<file path="src/rtl/cim_tile_wr_arbiter.sv">
// Round-robin arbiter sharing the CIM SRAM write port between two PE tile writers.
// One buffered tile per PE; granted entries become registered single-word writes.
module cim_tile_wr_arbiter #(
    parameter int unsigned TILE_N = 6,
    parameter int unsigned TILE_W = 12,
    parameter int unsigned OD_W   = 8,
    parameter int unsigned ADDR_W = 8,
    parameter int unsigned DATA_W = 512,
    parameter int unsigned CNT_W  = 16
) (
    input  logic                              clk,
    input  logic                              rst_n,
    input  logic                              mem_sel_pe,
    input  logic                              cnt_clr,
    input  logic                              req_valid_1,
    output logic                              req_ready_1,
    input  logic [TILE_N*TILE_N*TILE_W-1:0]   req_tile_1,
    input  logic [OD_W-1:0]                   req_od_1,
    input  logic [ADDR_W-1:0]                 req_addr_1,
    input  logic                              req_valid_2,
    output logic                              req_ready_2,
    input  logic [TILE_N*TILE_N*TILE_W-1:0]   req_tile_2,
    input  logic [OD_W-1:0]                   req_od_2,
    input  logic [ADDR_W-1:0]                 req_addr_2,
    output logic                              sram_we,
    output logic [ADDR_W-1:0]                 sram_addr,
    output logic [DATA_W-1:0]                 sram_wdata,
    output logic                              idle,
    output logic [CNT_W-1:0]                  wr_count_1,
    output logic [CNT_W-1:0]                  wr_count_2
);

    localparam int unsigned TILE_BITS = TILE_N * TILE_N * TILE_W;
    localparam int unsigned WORD_BITS = TILE_BITS + OD_W;

    typedef struct packed {
        logic [ADDR_W-1:0]    addr;
        logic [OD_W-1:0]      od;
        logic [TILE_BITS-1:0] tile;
    } entry_t;

    entry_t ent1_q;
    entry_t ent2_q;
    logic   full1_q;
    logic   full2_q;
    logic   rr_q;        // 0: PE1 favoured on contention, 1: PE2
    logic   grant1_c;
    logic   grant2_c;
    logic   acc1_c;
    logic   acc2_c;

    // Grant selection: only while the PE side owns the SRAM
    always_comb begin
        grant1_c = 1'b0;
        grant2_c = 1'b0;
        if (mem_sel_pe) begin
            if (full1_q && full2_q) begin
                if (rr_q) begin
                    grant2_c = 1'b1;
                end else begin
                    grant1_c = 1'b1;
                end
            end else if (full1_q) begin
                grant1_c = 1'b1;
            end else if (full2_q) begin
                grant2_c = 1'b1;
            end
        end
    end

    // A granted entry frees its slot in the same cycle, so a refill can land at the same edge
    assign req_ready_1 = rst_n & mem_sel_pe & (~full1_q | grant1_c);
    assign req_ready_2 = rst_n & mem_sel_pe & (~full2_q | grant2_c);
    assign acc1_c      = req_valid_1 & req_ready_1;
    assign acc2_c      = req_valid_2 & req_ready_2;
    assign idle        = ~full1_q & ~full2_q & ~sram_we;

    always_ff @(posedge clk or negedge rst_n) begin
        if (!rst_n) begin
            full1_q <= 1'b0;
            full2_q <= 1'b0;
            ent1_q  <= '0;
            ent2_q  <= '0;
        end else begin
            if (acc1_c) begin
                ent1_q  <= '{addr: req_addr_1, od: req_od_1, tile: req_tile_1};
                full1_q <= 1'b1;
            end else if (grant1_c) begin
                full1_q <= 1'b0;
            end
            if (acc2_c) begin
                ent2_q  <= '{addr: req_addr_2, od: req_od_2, tile: req_tile_2};
                full2_q <= 1'b1;
            end else if (grant2_c) begin
                full2_q <= 1'b0;
            end
        end
    end

    // Registered write port and round-robin pointer update
    always_ff @(posedge clk or negedge rst_n) begin
        if (!rst_n) begin
            sram_we    <= 1'b0;
            sram_addr  <= '0;
            sram_wdata <= '0;
            rr_q       <= 1'b0;
        end else begin
            sram_we <= grant1_c | grant2_c;
            if (grant1_c) begin
                sram_addr  <= ent1_q.addr;
                sram_wdata <= DATA_W'({ent1_q.od, ent1_q.tile});
                rr_q       <= 1'b1;
            end else if (grant2_c) begin
                sram_addr  <= ent2_q.addr;
                sram_wdata <= DATA_W'({ent2_q.od, ent2_q.tile});
                rr_q       <= 1'b0;
            end
        end
    end

    // Per-requester write counters; clear has priority over a same-cycle grant
    always_ff @(posedge clk or negedge rst_n) begin
        if (!rst_n) begin
            wr_count_1 <= '0;
            wr_count_2 <= '0;
        end else if (cnt_clr) begin
            wr_count_1 <= '0;
            wr_count_2 <= '0;
        end else begin
            if (grant1_c) begin
                wr_count_1 <= wr_count_1 + CNT_W'(1);
            end
            if (grant2_c) begin
                wr_count_2 <= wr_count_2 + CNT_W'(1);
            end
        end
    end

    if (DATA_W < WORD_BITS) begin : g_width_check
        $error("DATA_W too narrow for tile plus od index");
    end

endmodule

</file>
<file path="config.mk">
export PLATFORM = sky130hd
export DESIGN_NAME = cim_tile_wr_arbiter
export DESIGN_NICKNAME = d
export VERILOG_FILES = /design/src/rtl/cim_tile_wr_arbiter.sv
export SDC_FILE = /design/constraint.sdc
export NUM_CORES = 2
export LEC_CHECK = 0
export CAP_MARGIN = 25
export CORE_AREA = 2 2 570 572
export DETAILED_ROUTE_END_ITERATION = 12
export DIE_AREA = 0 0 572 574
export HOLD_SLACK_MARGIN = 0.12
export SYNTH_ARGS = -nofsm -noshare
export SYNTH_HDL_FRONTEND = slang
export SYNTH_SLANG_ARGS = --single-unit
export TNS_END_PERCENT = 5
</file>
<file path="constraint.sdc">
create_clock -name clk -period 6.7 [get_ports clk]
set_clock_uncertainty 0.1 [all_clocks]
set_input_delay 2.01 -clock clk [delete_from_list [all_inputs] [get_ports clk]]
set_output_delay 2.01 -clock clk [all_outputs]
set_load 0.01 [all_outputs]
</file>
==> metrics <==
status=finished clean; Pwr Total=35.2 mW; Mapped Area=between 50000 and 60000 um^2; final hold viol count=0; met2 WL=113 mm; Final Instance Count excl. Fillers=10500; H-Tree Depth=4; Placer Congestion=about 0.91; most common cell after layout, fill and taps aside=clkdlybuf4s50_1; Worst Reg-to-Reg Cells=7; met3 wire length=31.9 mm; routed vias/inst=3.98; critical-path cell list=clkdlybuf4s50_1 -> nand2_1 -> nor2_1 -> buf_4 -> o21ba_2 -> clkdlybuf4s50_1; simple-gate share of the synthesized area=0.101; Largest stage delay, worst path=roughly 0.62 ns; Tightest Pin Transition=approximately 1.0 ns; Clock transition at path regs=0.06 ns; max layer used=met5; area share of the largest cell type after synthesis=0.625; Routed Antenna Nets=0; WL/cell=23.9 um; M1 WL=95.1 mm; max cap viols=0; drt total wl=250 mm; Initial Util=0.171; fill cell count=about 34000; CTS hold repair buffers=0; drt first pass iters=5; global-route wire length before repair=approximately 340 mm; DRC Markers=0; WP data required=between 4 and 5 ns; PwrDens=441 nW/um^2; worst-case clock buffer depth=4; Avg Inst Size Synth=around 12 um^2; Rel. slew slack=0.301; row cnt=209; Final setup viols=0; NumNets Final=slightly below 7000; post_cts resized=0; highest-count cells in the layout ignoring fill and taps=clkdlybuf4s50_1, dfrtp_1, nand2_1; CP Launch Type=input pin; Worst path depth=6; Hold WS=~0.40 ns; post-place instance area=roughly 74000 um^2; HPWL after DPL=slightly below 200 mm; Post-Synth Adder-Cell Area=0.000453; area leader, netlist=dfrtp_1; total track usage=0.147; Slowest cell on crit path=clkdlybuf4s50_1; post-synthesis xor/xnor area fraction=0.00206; Yosys reg bits=1380; initial antenna violation count=slightly below 80; Area growth syn-to-layout=44.3%; cts bufs inserted=165; total global routing overflow=0; Max Transition Viols Final=0; clock period minus worst slack=slightly above 6 ns; kind of cell adding the most delay to the critical path=buffers and inverters; Synth Warn #=0; clock latency on the worst-skew pair=approximately 0.85 ns; CTS tree=done; Die Y=approximately 570 um; Post-Place Cells=slightly above 10000; Critical Setup Path Class=input pin to output pin; main combinational cell family by area after synthesis=multiplexers; largest net degree at the start of global routing=between 150 and 200; class of the worst hold path=flip-flop to flip-flop; synth top area cells=dfrtp_1, mux2_2, nand2_1; Root Driver=clkbuf_16; leak pwr=about 32 nW; critical path fanouts, max=10; Die W=approximately 570 um; VDD IR max=slightly below 300 uV; number of global-route vias before repair=about 42000; setup TNS=0 ns; period utilization=0.900; clock sinks=~1400; DRT iter0 DRCs=2567; part of the Yosys area used for sequential elements=0.625; port bufs=1385; Post-Syn Instances=between 4000 and 5000; post-synthesis mux area share=0.184; compound-gate portion of the synthesized area=0.0540; share of cells above drive strength 1=0.209; Top cell by count, worst path=clkdlybuf4s50_1; critical path arrival=between 3 and 4 ns; Yosys cell types=35; I/O pin count=1458; hold depth=1; worst path bufs/invs=3; FMAX=roughly 170 MHz; critical path endpoint category=output pin; Core Area=roughly 320000 um^2; via count=41600; Setup Buffers After CTS=0; die area=328000 um^2; RSZ-0062 raised after global routing=no; fin area=about 80000 um^2
## logic make-up (layout without fill, tap and decap cells)
kind of cell | count (synthesis) | in the layout
compound gates | 481 | 481
xor+xnor | 13 | 13
fa+ha+maj | 2 | 2
buf+inv | 385 | 1781
flops | 1380 | 1380
mux | 901 | 901
other cells | 1 | 129
simple gates | 1443 | 1443
## flip-flops by register name, indices dropped and copies added (netlist names)
signal and flops:
full1_q 1, sram_addr 8, sram_wdata 440, sram_we 1, ent2_q 448, wr_count_1 16
rr_q 1, ent1_q 448, full2_q 1, wr_count_2 16
## worst paths after layout
| kind | startpoint | endpoint | slack, ns |
|---|---|---|---|
| worst max register to register | full2_q | sram_wdata[265] | 3.26 |
| min in group asynchronous | rst_n | ent1_q[30] | 0.92 |
| worst min-delay path | ent1_q[119] | ent1_q[119] | 0.40 |
| worst min register to register | ent1_q[119] | ent1_q[119] | 0.40 |
| max in group asynchronous | rst_n | sram_wdata[297] | 2.98 |
| worst max-delay path | mem_sel_pe | req_ready_2 | 0.67 |
## area by class of cell
type	instances	area [um^2]	share of cell area
Inverter	6	22.5	0.000282
Timing Repair Buffer	1482	15100	0.189
Sequential cell	1380	34500	0.433
Tap cell	4325	5410	0.0678
Multi-Input combinational cell	2912	19200	0.240
Clock buffer	238	4830	0.0606
Antenna cell	57	143	0.00179
Clock inverter	55	619	0.00776
## cell usage after synthesis
cell and number:
buf_4 72, nor3_1 5, a21oi_1 16, nand2_1 914
nor2b_1 6, nor3b_1 1, buf_6 1, and3_1 4
nor4b_1 1, nand4_1 4, o31ai_1 2, o21ba_2 1
a31oi_1 448, mux2_2 901, nand3_1 13, and2_1 3
nor4_2 1, ha_1 2, conb_1 1, o21bai_1 1
o21a_1 1, xnor2_1 13, clkbuf_1 170, or2_2 1
dfrtp_1 1380, nand4b_1 4, or3_1 6, and4_1 2
inv_1 6, o21ai_0 12, buf_2 133, buf_1 3
or4_1 5, nor2_1 468, nor4_1 5
## power breakdown
group	internal, mW	switching, mW	leakage [nW]
combinational	5.65	6.76	13.4
sequential	11.6	2.04	16.1
clock	5.32	3.76	2.70
total	22.6	12.6	32.2
## per-layer routing
| metal | global-route usage | vias up |
|---|---|---|
| met1 | 0.168 | 21100 |
| li1 | - | 18400 |
| met5 | 0 | - |
| met3 | 0.0741 | 358 |
| met4 | 0.0603 | 26 |
| met2 | 0.231 | 1705 |
## per-stage QoR
stage / setup WS (ns) / util
after floorplan: 1.22 / -
after global placement: 0.663 / 0.229
after detailed placement: 0.718 / 0.230
after CTS: 0.712 / 0.246
after global routing: 0.597 / 0.247
final: 0.668 / 0.247
(Power assumes the default switching activity.)
